### src/rtl/wb_arb_pkg.sv
// Shared types and constants for the two-master Wishbone arbiter.
package wb_arb_pkg;

    typedef enum logic [1:0] {
        IDLE  = 2'd0,
        GNT0  = 2'd1,
        GNT1  = 2'd2,
        ABORT = 2'd3
    } arb_state_e;

    typedef logic gnt_idx_t;

    localparam int unsigned OutstW = 4;
    typedef logic [OutstW-1:0] outst_t;

    function automatic gnt_idx_t other_master(input gnt_idx_t idx);
        return ~idx;
    endfunction

endpackage

### src/rtl/wishbone_if.sv
// Pipelined Wishbone B4 bundle; master drives requests, slave drives responses.
interface wishbone_if;
    logic        cyc;
    logic        stb;
    logic        we;
    logic [3:0]  sel;
    logic [31:0] adr;
    logic [31:0] dat_w;
    logic [31:0] dat_r;
    logic        ack;
    logic        err;
    logic        stall;

    modport master (
        output cyc, stb, we, sel, adr, dat_w,
        input  dat_r, ack, err, stall
    );

    modport slave (
        input  cyc, stb, we, sel, adr, dat_w,
        output dat_r, ack, err, stall
    );
endinterface

### src/rtl/wb_arb_watchdog.sv
// Counts response-less cycles while requests are outstanding and flags a hung slave.
module wb_arb_watchdog #(
    parameter int unsigned TimeoutCycles = 255
) (
    input  logic clk_i,
    input  logic rst_ni,
    input  logic active_i,
    input  logic resp_i,
    input  logic clear_i,
    output logic timeout_o
);

    localparam int unsigned TimerW  = (TimeoutCycles < 2) ? 1 : $clog2(TimeoutCycles);
    localparam bit          Enabled = (TimeoutCycles != 0);
    localparam logic [TimerW-1:0] Limit = TimerW'((TimeoutCycles == 0) ? 0 : TimeoutCycles - 1);

    logic [TimerW-1:0] timer_r;
    logic [TimerW-1:0] timer_nxt_s;

    // next timer value: restart on any response or idle, saturate at the limit
    always_comb begin
        timer_nxt_s = timer_r;
        if (clear_i || !active_i || resp_i) begin
            timer_nxt_s = '0;
        end else if (timer_r != Limit) begin
            timer_nxt_s = timer_r + 1'b1;
        end else begin
            timer_nxt_s = timer_r;
        end
    end

    // timer register
    always_ff @(posedge clk_i or negedge rst_ni) begin
        if (!rst_ni) begin
            timer_r <= '0;
        end else begin
            timer_r <= timer_nxt_s;
        end
    end

    // fires in the TimeoutCycles-th waiting cycle, same cycle the error is forwarded
    assign timeout_o = Enabled && active_i && !resp_i && (timer_r == Limit);

endmodule

### src/rtl/wb_arbiter_2to1.sv
// Two-master, one-slave pipelined Wishbone arbiter: whole-cycle grants,
// round-robin on ties, bounded outstanding requests and slave-hang recovery.
module wb_arbiter_2to1
    import wb_arb_pkg::*;
#(
    parameter int unsigned MaxOutstanding = 8,
    parameter int unsigned TimeoutCycles  = 255
) (
    input  logic       clk_i,
    input  logic       rst_ni,
    wishbone_if.slave  m0,
    wishbone_if.slave  m1,
    wishbone_if.master s
);

    localparam outst_t MaxOut = outst_t'(MaxOutstanding);

    arb_state_e state_r;
    arb_state_e state_nxt_s;
    gnt_idx_t   last_r;
    outst_t     outst_r;
    outst_t     outst_nxt_s;

    logic        granted_s;
    gnt_idx_t    gidx_s;
    logic        full_s;
    logic        live_s;
    logic        accept_s;
    logic        resp_s;
    logic        timeout_s;
    logic        clear_s;

    logic        req_cyc_s;
    logic        req_stb_s;
    logic        req_we_s;
    logic [3:0]  req_sel_s;
    logic [31:0] req_adr_s;
    logic [31:0] req_dat_s;

    logic        s_cyc_s;
    logic        s_stb_s;
    logic        s_we_s;
    logic [3:0]  s_sel_s;
    logic [31:0] s_adr_s;
    logic [31:0] s_dat_s;

    logic        m0_stall_s, m0_ack_s, m0_err_s;
    logic        m1_stall_s, m1_ack_s, m1_err_s;

    assign granted_s = (state_r == GNT0) || (state_r == GNT1);
    assign gidx_s    = (state_r == GNT1);
    assign full_s    = (outst_r == MaxOut);
    // responses with nothing outstanding are stale leftovers of an aborted cycle
    assign live_s    = granted_s && (outst_r != '0);
    assign resp_s    = (s.ack || s.err) && live_s;
    assign accept_s  = s_stb_s && !s.stall;
    assign clear_s   = (state_nxt_s != state_r);

    // request mux from the granted master
    always_comb begin
        req_cyc_s = m0.cyc;
        req_stb_s = m0.stb;
        req_we_s  = m0.we;
        req_sel_s = m0.sel;
        req_adr_s = m0.adr;
        req_dat_s = m0.dat_w;
        if (gidx_s) begin
            req_cyc_s = m1.cyc;
            req_stb_s = m1.stb;
            req_we_s  = m1.we;
            req_sel_s = m1.sel;
            req_adr_s = m1.adr;
            req_dat_s = m1.dat_w;
        end else begin
            req_cyc_s = m0.cyc;
            req_stb_s = m0.stb;
            req_we_s  = m0.we;
            req_sel_s = m0.sel;
            req_adr_s = m0.adr;
            req_dat_s = m0.dat_w;
        end
    end

    // slave-side drive: quiet bus unless a master holds the grant
    always_comb begin
        s_cyc_s = 1'b0;
        s_stb_s = 1'b0;
        s_we_s  = 1'b0;
        s_sel_s = 4'h0;
        s_adr_s = 32'h0;
        s_dat_s = 32'h0;
        if (granted_s) begin
            s_cyc_s = req_cyc_s;
            s_stb_s = req_stb_s && req_cyc_s && !full_s;
            s_we_s  = req_we_s;
            s_sel_s = req_sel_s;
            s_adr_s = req_adr_s;
            s_dat_s = req_dat_s;
        end else begin
            s_cyc_s = 1'b0;
            s_stb_s = 1'b0;
        end
    end

    assign s.cyc   = s_cyc_s;
    assign s.stb   = s_stb_s;
    assign s.we    = s_we_s;
    assign s.sel   = s_sel_s;
    assign s.adr   = s_adr_s;
    assign s.dat_w = s_dat_s;

    // response routing: only the granted master sees the slave
    always_comb begin
        m0_stall_s = 1'b1;
        m0_ack_s   = 1'b0;
        m0_err_s   = 1'b0;
        m1_stall_s = 1'b1;
        m1_ack_s   = 1'b0;
        m1_err_s   = 1'b0;
        if (state_r == GNT0) begin
            m0_stall_s = s.stall || full_s;
            m0_ack_s   = s.ack && live_s;
            m0_err_s   = (s.err && live_s) || timeout_s;
        end else if (state_r == GNT1) begin
            m1_stall_s = s.stall || full_s;
            m1_ack_s   = s.ack && live_s;
            m1_err_s   = (s.err && live_s) || timeout_s;
        end else begin
            m0_stall_s = 1'b1;
            m1_stall_s = 1'b1;
        end
    end

    assign m0.stall = m0_stall_s;
    assign m0.ack   = m0_ack_s;
    assign m0.err   = m0_err_s;
    assign m0.dat_r = s.dat_r;
    assign m1.stall = m1_stall_s;
    assign m1.ack   = m1_ack_s;
    assign m1.err   = m1_err_s;
    assign m1.dat_r = s.dat_r;

    // next-state: whole-cycle grants, direct hand-over when the other master waits
    always_comb begin
        state_nxt_s = state_r;
        case (state_r)
            IDLE: begin
                if (m0.cyc && m1.cyc) begin
                    state_nxt_s = (other_master(last_r) == 1'b0) ? GNT0 : GNT1;
                end else if (m0.cyc) begin
                    state_nxt_s = GNT0;
                end else if (m1.cyc) begin
                    state_nxt_s = GNT1;
                end else begin
                    state_nxt_s = IDLE;
                end
            end
            GNT0: begin
                if (timeout_s) begin
                    state_nxt_s = ABORT;
                end else if (!m0.cyc) begin
                    state_nxt_s = m1.cyc ? GNT1 : IDLE;
                end else begin
                    state_nxt_s = GNT0;
                end
            end
            GNT1: begin
                if (timeout_s) begin
                    state_nxt_s = ABORT;
                end else if (!m1.cyc) begin
                    state_nxt_s = m0.cyc ? GNT0 : IDLE;
                end else begin
                    state_nxt_s = GNT1;
                end
            end
            ABORT:   state_nxt_s = IDLE;
            default: state_nxt_s = IDLE;
        endcase
    end

    // outstanding count, restarted whenever the grant changes or lapses
    always_comb begin
        outst_nxt_s = outst_r;
        if (clear_s || !granted_s) begin
            outst_nxt_s = '0;
        end else begin
            case ({accept_s, resp_s})
                2'b10:   outst_nxt_s = outst_r + 1'b1;
                2'b01:   outst_nxt_s = outst_r - 1'b1;
                default: outst_nxt_s = outst_r;
            endcase
        end
    end

    // state, last-granted and outstanding registers
    always_ff @(posedge clk_i or negedge rst_ni) begin
        if (!rst_ni) begin
            state_r <= IDLE;
            last_r  <= 1'b1;
            outst_r <= '0;
        end else begin
            state_r <= state_nxt_s;
            outst_r <= outst_nxt_s;
            if (state_nxt_s == GNT0) begin
                last_r <= 1'b0;
            end else if (state_nxt_s == GNT1) begin
                last_r <= 1'b1;
            end else begin
                last_r <= last_r;
            end
        end
    end

    wb_arb_watchdog #(
        .TimeoutCycles(TimeoutCycles)
    ) u_watchdog (
        .clk_i     (clk_i),
        .rst_ni    (rst_ni),
        .active_i  (live_s),
        .resp_i    (s.ack || s.err),
        .clear_i   (clear_s),
        .timeout_o (timeout_s)
    );

endmodule
### src/flat_wrapper.sv
// flat-port wrapper written by rule: the top's interface ports become plain ports
module wb_arbiter_2to1_flat import wb_arb_pkg::*;
#(
    parameter int unsigned MaxOutstanding = 8,
    parameter int unsigned TimeoutCycles  = 255
)
  (clk_i, rst_ni, m0_cyc, m0_stb, m0_we, m0_sel, m0_adr, m0_dat_w, m0_dat_r, m0_ack, m0_err, m0_stall, m1_cyc, m1_stb, m1_we, m1_sel, m1_adr, m1_dat_w, m1_dat_r, m1_ack, m1_err, m1_stall, s_cyc, s_stb, s_we, s_sel, s_adr, s_dat_w, s_dat_r, s_ack, s_err, s_stall);
  wishbone_if m0_i ();
  wishbone_if m1_i ();
  wishbone_if s_i ();
  input  logic clk_i;
  input  logic rst_ni;
  input wire logic [$bits(m0_i.cyc)-1:0] m0_cyc;
  input wire logic [$bits(m0_i.stb)-1:0] m0_stb;
  input wire logic [$bits(m0_i.we)-1:0] m0_we;
  input wire logic [$bits(m0_i.sel)-1:0] m0_sel;
  input wire logic [$bits(m0_i.adr)-1:0] m0_adr;
  input wire logic [$bits(m0_i.dat_w)-1:0] m0_dat_w;
  output wire logic [$bits(m0_i.dat_r)-1:0] m0_dat_r;
  output wire logic [$bits(m0_i.ack)-1:0] m0_ack;
  output wire logic [$bits(m0_i.err)-1:0] m0_err;
  output wire logic [$bits(m0_i.stall)-1:0] m0_stall;
  input wire logic [$bits(m1_i.cyc)-1:0] m1_cyc;
  input wire logic [$bits(m1_i.stb)-1:0] m1_stb;
  input wire logic [$bits(m1_i.we)-1:0] m1_we;
  input wire logic [$bits(m1_i.sel)-1:0] m1_sel;
  input wire logic [$bits(m1_i.adr)-1:0] m1_adr;
  input wire logic [$bits(m1_i.dat_w)-1:0] m1_dat_w;
  output wire logic [$bits(m1_i.dat_r)-1:0] m1_dat_r;
  output wire logic [$bits(m1_i.ack)-1:0] m1_ack;
  output wire logic [$bits(m1_i.err)-1:0] m1_err;
  output wire logic [$bits(m1_i.stall)-1:0] m1_stall;
  output wire logic [$bits(s_i.cyc)-1:0] s_cyc;
  output wire logic [$bits(s_i.stb)-1:0] s_stb;
  output wire logic [$bits(s_i.we)-1:0] s_we;
  output wire logic [$bits(s_i.sel)-1:0] s_sel;
  output wire logic [$bits(s_i.adr)-1:0] s_adr;
  output wire logic [$bits(s_i.dat_w)-1:0] s_dat_w;
  input wire logic [$bits(s_i.dat_r)-1:0] s_dat_r;
  input wire logic [$bits(s_i.ack)-1:0] s_ack;
  input wire logic [$bits(s_i.err)-1:0] s_err;
  input wire logic [$bits(s_i.stall)-1:0] s_stall;
  assign m0_i.cyc = m0_cyc;
  assign m0_i.stb = m0_stb;
  assign m0_i.we = m0_we;
  assign m0_i.sel = m0_sel;
  assign m0_i.adr = m0_adr;
  assign m0_i.dat_w = m0_dat_w;
  assign m0_dat_r = m0_i.dat_r;
  assign m0_ack = m0_i.ack;
  assign m0_err = m0_i.err;
  assign m0_stall = m0_i.stall;
  assign m1_i.cyc = m1_cyc;
  assign m1_i.stb = m1_stb;
  assign m1_i.we = m1_we;
  assign m1_i.sel = m1_sel;
  assign m1_i.adr = m1_adr;
  assign m1_i.dat_w = m1_dat_w;
  assign m1_dat_r = m1_i.dat_r;
  assign m1_ack = m1_i.ack;
  assign m1_err = m1_i.err;
  assign m1_stall = m1_i.stall;
  assign s_cyc = s_i.cyc;
  assign s_stb = s_i.stb;
  assign s_we = s_i.we;
  assign s_sel = s_i.sel;
  assign s_adr = s_i.adr;
  assign s_dat_w = s_i.dat_w;
  assign s_i.dat_r = s_dat_r;
  assign s_i.ack = s_ack;
  assign s_i.err = s_err;
  assign s_i.stall = s_stall;
  wb_arbiter_2to1 #(.MaxOutstanding(MaxOutstanding), .TimeoutCycles(TimeoutCycles)) u_core (.clk_i(clk_i), .rst_ni(rst_ni), .m0(m0_i), .m1(m1_i), .s(s_i));
endmodule
### config.mk
export PLATFORM = sky130hd
export DESIGN_NAME = wb_arbiter_2to1_flat
export DESIGN_NICKNAME = d
export VERILOG_FILES = /design/src/rtl/wb_arb_pkg.sv /design/src/rtl/wishbone_if.sv /design/src/rtl/wb_arb_watchdog.sv /design/src/rtl/wb_arbiter_2to1.sv /design/src/flat_wrapper.sv
export SDC_FILE = /design/constraint.sdc
export NUM_CORES = 1
export LEC_CHECK = 0
export ABC_AREA = 0
export CORE_AREA = 3 3 124 126
export DETAILED_ROUTE_END_ITERATION = 12
export DIE_AREA = 0 0 127 129
export DONT_BUFFER_PORTS = 1
export HOLD_SLACK_MARGIN = 0.15
export SLEW_MARGIN = 30
export SYNTH_ARGS = -nofsm -noshare
export SYNTH_HDL_FRONTEND = slang
export SYNTH_HIERARCHICAL = 1
export SYNTH_SLANG_ARGS = --single-unit
### constraint.sdc
create_clock -name clk_i -period 8.8 [get_ports clk_i]
set_input_delay 0.44 -clock clk_i [delete_from_list [all_inputs] [get_ports clk_i]]
set_output_delay 0.44 -clock clk_i [all_outputs]
set_load 0.01 [all_outputs]
==> impl_metrics.ini, run 1 <==
[route]
first_pass_iters = 4
wire_per_inst_um = 20.5
drt_iter0_markers = 99
drc = 0
routed_wl_um = 9350
vias = 2124
vias_per_cell = 4.67
antenna_left = 0

[die]
dieArea_mm2 = 0.0164
io_pins = 320
die_h_um = 129
fp.dieW_um = 127
initial_core_util = 0.199
core_area_mm2 = 0.0144
num_rows = 44

[critical_path]
reg2reg_to = u_core/u_watchdog/timer_r[6]$_DFFE_PN0P_
cp-end-kind = flip-flop
crit_end = u_core/u_watchdog/timer_r[6]$_DFFE_PN0P_
path_delay_family = simple AND/OR/NAND/NOR gates
cp-startpoint = u_core/state_r[1]$_DFF_PN0_
crit_buf_inv = 2
critical_path_class = flip-flop to flip-flop
r2r-start = u_core/state_r[1]$_DFF_PN0_
crit_fanout = 73
cpPeakStageDelay_ps = 690
crit_top_cell = nor3b_1
slowest_stage = nor3b_1
crit_chain = inv_1 > ha_2 > buf_4 > o41a_1 > nor3b_1 > nor2b_1 > o21ai_0 > nor3b_1 > o22ai_1 > nor3b_1 > o311ai_0 > o41ai_1
reg2reg_depth = 12
cp.required_ps = 8930
worstSetupStartpointType = flip-flop
worstPathArrival_ps = 4310
reg2reg_slack_ps = 4620
cp.depth = 12

[finish]
final_nets = 461
fin_area_mm2 = 0.00267
finish.utilization = 0.185
area_growth_pct = -7.22
drive_gt1_frac = 0.0775
insertedDiodeCount = 0
n_fill_cell = 1619

[sta]
setup_tns_ps = 0
slew_viol_final = 0
min_period_over_period = 0.475
max_freq_mhz = 239
rsz0062_at_grt = false
min_period_ps = 4180
setup_viol = 0
hold_violations = 0
worst_slew_margin_rel = 0.472
setup_slack_ps = 4620
clock_skew_ps = 3.53
worstMarginPinSlew_ps = 791

[synthesis]
netlist_area_mm2 = 0.00288
yosys_warnings = 6
synth_edf_count = 0
synth_fp_nets = 533
syn_avg_cell_area_um2 = 8.36
yosysSeqAreaShare = 0.131
synth-main-ff-cell = dfrtp_1
async_reset_ff_frac = 1.00
syn_inst = 344
ys_ff_latch = 15
synth.distinct_cells = 46

[global_route]
antenna_found_initial = 0
grtUsageTotal = 0.100
grt.overflow.total = 0
first_global_vias = 2000
grt_max_degree = 74
grt_pass1_wl_um = 12300

[status]
status = completed

[clocking]
clock_sinks = 15
cts_tree = done
clk_path_buf_depth = 2
post_cts_resized = 0
cts_buffers = 3
insertion_delay_ps = 250
cts_root_buf = clkbuf_16
clk_pin_slew_ps = 50
h-tree-depth = 1

[placed_design]
hpwl_um = 8090
io_buffers = 0
place.gp.congestion = 0.763
dp_worst_setup_slack_ps = 4650
post_dp_cell_area_mm2 = 0.00258

[power]
swShare = 0.549
intPower_mw = 0.403
power_density_mw_per_mm2 = 334
p_leak_nw = 0.962
p_clk_frac = 0.101
combPwrFrac = 0.804
power_switching_mw = 0.490
vdd_drop_max_v = 0.000112
seqPwrFrac = 0.095

[run]
maxCapViolCount = 0

[min_path]
hold_class = primary input to flip-flop
min_from = m1_cyc
-- flip-flops by register name, indices dropped and copies added, names as in the netlist --
name	cells
u_core/last_r	1
u_core/state_r	2
u_core/u_watchdog/timer_r	8
u_core/outst_r	4
-- per-layer routing --
layer  share of wire  up-vias  GRT usage
met5               0        -          0
met4           0.014        0     0.0215
met3            0.17       18     0.0677
met2            0.44      181      0.151
met1            0.37      954      0.119
li1                -      971          -
-- worst register-to-register path: cells and delay by family (launching register included) --
kind	cells	cell delay (ps)
AO/OA/AOI/OAI	5	1220
AND/OR/NAND/NOR	4	1520
adder cells (fa/ha/maj)	1	330
buffers and inverters	2	580
flip-flops	1	430
-- layout by cell type, fill, tap and decap left out, types with 2 or more instances in the layout --
cell type,instances
nand3_1,5
clkbuf_16,3
dfrtp_1,14
a211oi_1,3
a31oi_1,3
nor2b_1,72
buf_4,2
inv_1,9
ha_1,7
nand2_1,10
xor2_1,2
nand4_1,2
and4_1,2
nand2b_1,3
nor3_1,6
and3_1,3
a21oi_1,3
nor2_1,9
o21ai_0,5
o22ai_1,2
mux2i_1,75
or2_2,2
nor3b_1,4
-- through the flow --
step	hold WS [ps]	total power, mW	instances
2_1_floorplan	144	0.711	344
3_3_place_gp	145	0.805	450
3_5_place_dp	145	0.817	450
4_1_cts	509	0.913	455
5_1_grt	532	0.966	455
6_report	526	0.892	455
-- layout make-up --
class / count / area, µm² / share of cell area
clock buffers: 3 / 75.1 / 0.0281
well taps: 184 / 230 / 0.0863
clock inverters: 1 / 5.00 / 0.00188
inverters: 9 / 33.8 / 0.0127
multi-input cells: 240 / 1920 / 0.721
repair buffers: 3 / 25.0 / 0.00938
flip-flops and latches: 15 / 377 / 0.141
-- synthesized netlist by cell type, types with 2 or more instances --
library cell / count / area, µm²
inv_1: 9 / 33.8
nor2b_1: 72 / 450
clkbuf_1: 7 / 26.3
xor2_1: 2 / 17.5
o22ai_1: 2 / 12.5
nand3_1: 5 / 25.0
ha_1: 9 / 113
and3_1: 3 / 18.8
a211oi_1: 3 / 22.5
buf_2: 8 / 40.0
nor2_1: 9 / 33.8
buf_4: 64 / 480
dfrtp_1: 14 / 350
a21oi_1: 3 / 15.0
nor3_1: 6 / 30.0
or2_2: 2 / 12.5
a31oi_1: 3 / 18.8
nand2b_1: 3 / 18.8
nand4_1: 2 / 12.5
nand2_1: 10 / 37.5
and4_1: 2 / 17.5
o21ai_0: 5 / 25.0
mux2i_1: 75 / 751
nor3b_1: 4 / 30.0
-- how the worst min path moves through the flow --
stage / slack, ps / depth (start not counted) / endpoint
finish: 530 / 3 / u_core/state_r[1]$_DFF_PN0_
global route: 530 / 3 / u_core/state_r[1]$_DFF_PN0_
CTS: 510 / 3 / u_core/state_r[1]$_DFF_PN0_
detailed placement: 140 / 0 / u_core/state_r[0]$_DFF_PN0_
global placement: 140 / 0 / u_core/state_r[0]$_DFF_PN0_
floorplan: 140 / 0 / u_core/outst_r[0]$_DFFE_PN0P_
-- cells by family after synthesis --
kind of cell / after synthesis / synth area share
buffers and inverters: 89 / 0.206
AO/OA/AOI/OAI: 24 / 0.0622
flip-flops: 15 / 0.131
multiplexers: 76 / 0.265
adder cells (fa/ha/maj): 10 / 0.0461
AND/OR/NAND/NOR: 127 / 0.274
XOR/XNOR: 3 / 0.0157
-- power by group through the flow --
stage	clock [mW]	combinational (mW)	sequential (mW)
detailed placement	0	0.732	0.0854
global route	0.0953	0.785	0.0856
floorplan	0	0.628	0.0831
CTS	0.0918	0.737	0.0842
finish	0.0905	0.717	0.0845
global placement	0	0.720	0.0848
-- timing repair --
| action | in CTS | in global routing |
|---|---|---|
| buffers inserted | 0 | 0 |
| hold buffers | 1 | 0 |
| hold endpoints to repair | 15 | 0 |
Note: power is estimated with default switching activity, not from simulation.
==> run 2, diff against run 1 <==
==> constraint.sdc (replaced) <==
create_clock -name clk_i -period 3.5 [get_ports clk_i]
set_input_delay 0.175 -clock clk_i [delete_from_list [all_inputs] [get_ports clk_i]]
set_output_delay 0.175 -clock clk_i [all_outputs]
set_load 0.01 [all_outputs]
==> impl_metrics.ini, run 2 (synthesis gave the netlist of run 1 again) <==
[status]
status = completed

[route]
vias_per_cell = 4.68
vias = 2145
first_pass_iters = 4
wire_per_inst_um = 21.2
routed_wl_um = 9700
antenna_left = 0
drt_iter0_markers = 119
drc = 0

[die]
dieArea_mm2 = 0.0164
die_h_um = 129
core_area_mm2 = 0.0144
fp.dieW_um = 127
io_pins = 320
num_rows = 44
initial_core_util = 0.199

[sta]
clock_skew_ps = 4.97
setup_viol = 0
setup_tns_ps = 0
rsz0062_at_grt = false
worstMarginPinSlew_ps = 782
min_period_over_period = 0.951
hold_violations = 0
worst_slew_margin_rel = 0.478
min_period_ps = 3330
max_freq_mhz = 301
slew_viol_final = 0

[clocking]
clk_pin_slew_ps = 50
clk_path_buf_depth = 2
cts_root_buf = clkbuf_16
clock_sinks = 15
h-tree-depth = 1
cts_buffers = 3
insertion_delay_ps = 240
cts_tree = done

[placed_design]
io_buffers = 0
hpwl_um = 8370
post_dp_cell_area_mm2 = 0.00260
place.gp.congestion = 0.824

[power]
swShare = 0.547
p_leak_nw = 0.976
intPower_mw = 1.03
combPwrFrac = 0.809
power_switching_mw = 1.24
p_clk_frac = 0.097
power_density_mw_per_mm2 = 841
vdd_drop_max_v = 0.000279
seqPwrFrac = 0.094

[global_route]
grtUsageTotal = 0.103
grt_pass1_wl_um = 12800
first_global_vias = 2078
grt.met3_usage = 0.0548
grt.overflow.total = 0
antenna_found_initial = 0
busiest_layer = met2
grt_max_degree = 73
grt.met2_usage = 0.163
grt.met1_usage = 0.127

[finish]
final_nets = 464
n_fill_cell = 1625
regMostFlops = u_core/u_watchdog/timer_r
layout_common_cells = 75 x mux2i_1, 72 x nor2b_1, 14 x dfrtp_1
fin_area_mm2 = 0.00270
insertedDiodeCount = 0
reg_top3 = u_core/u_watchdog/timer_r (8), u_core/outst_r (4), u_core/state_r (2)
regArea_um2 = 377
final_common_cell = mux2i_1
largest_reg_flops = 8
area_growth_pct = -6.18
drive_gt1_frac = 0.0876
multi_input_area_mm2 = 0.00193

[run]
maxCapViolCount = 0

[critical_path]
crit_fanout = 72
cp-end-kind = flip-flop
worstPathArrival_ps = 3440
slowest_stage = nor4b_4
crit_chain = inv_1 > ha_2 > buf_6 > nand2b_1 > nor4b_4 > nor2_1 > ha_1 > a21oi_1 > nand2_1 > nor3_1 > o21ai_0 > nor3b_2
worstSetupStartpointType = flip-flop
crit_buf_inv = 2
cpPeakStageDelay_ps = 440
cp.required_ps = 3620
path_delay_family = simple AND/OR/NAND/NOR gates
critical_path_class = flip-flop to flip-flop

[min_path]
hold_class = primary input to flip-flop
[run 2: cell count changes in the layout (fill, tap and decap cells not counted)]
cell / previous run / this run
nor3b_1: 4 / 3
buf_4: 2 / 4
buf_6: 0 / 1
clkinv_2: 1 / 0
nor3b_2: 1 / 2
clkbuf_1: 0 / 1
[run 2: worst reg2reg max path: cells and delay by family, from the launching register on]
family / cells / cell delay [ps]
flip-flops: 1 / 420
buffers and inverters: 2 / 460
adder cells (fa/ha/maj): 2 / 720
AO/OA/AOI/OAI: 2 / 320
AND/OR/NAND/NOR: 6 / 1270
[run 2: cell type report]
| cell class | instances | share of cell area |
|---|---|---|
| clock buffers | 4 | 0.0292 |
| inverters | 9 | 0.0125 |
| multi-input cells | 240 | 0.714 |
| flip-flops and latches | 15 | 0.140 |
| well taps | 184 | 0.0853 |
| repair buffers | 6 | 0.0190 |
[run 2: power groups by stage]
stage / sequential (mW) / clock (mW) / combinational (mW)
2_1_floorplan: 0.209 / 0 / 1.58
3_3_place_gp: 0.214 / 0 / 1.82
3_5_place_dp: 0.216 / 0 / 1.85
4_1_cts: 0.213 / 0.228 / 1.87
5_1_grt: 0.216 / 0.237 / 2.01
6_report: 0.213 / 0.221 / 1.83
[run 2: through the flow]
stage / utilization / instances / worst slack (ps) / hold WS [ps] / power (mW)
2_1_floorplan: - / 344 / 346 / -121 / 1.79
3_3_place_gp: 0.180 / 453 / 338 / -120 / 2.03
3_5_place_dp: 0.180 / 453 / 101 / -120 / 2.07
4_1_cts: 0.187 / 458 / 90.9 / 248 / 2.31
5_1_grt: 0.187 / 458 / 8.08 / 294 / 2.46
6_report: 0.187 / 458 / 172 / 263 / 2.27
[run 2: path summary, 6_finish.rpt]
kind / from / slack, ps / cells after the start / to
max in group asynchronous: rst_ni / 2610 / 1 / u_core/state_r[0]$_DFF_PN0_
worst min register to register: u_core/last_r$_DFFE_PN1P_ / 530 / 2 / u_core/last_r$_DFFE_PN1P_
min in group asynchronous: rst_ni / 430 / 1 / u_core/u_watchdog/timer_r[5]$_DFFE_PN0P_
worst max register to register: u_core/state_r[1]$_DFF_PN0_ / 170 / 12 / u_core/outst_r[3]$_DFFE_PN0P_
worst max-delay path: u_core/state_r[1]$_DFF_PN0_ / 170 / 12 / u_core/outst_r[3]$_DFFE_PN0P_
worst min-delay path: m1_cyc / 260 / 3 / u_core/state_r[1]$_DFF_PN0_
[run 2: timing repair]
item	CTS	global route
resized for setup	0	2
hold endpoints to repair	15	0
hold buffers	1	0
setup endpoints to repair	0	2
setup buffers	0	0
[run 2: metal layers]
metal	vias to the layer above	wire, µm
met2	185	4370
li1	977	-
met5	-	0
met1	968	3780
met3	15	1450
met4	0	93
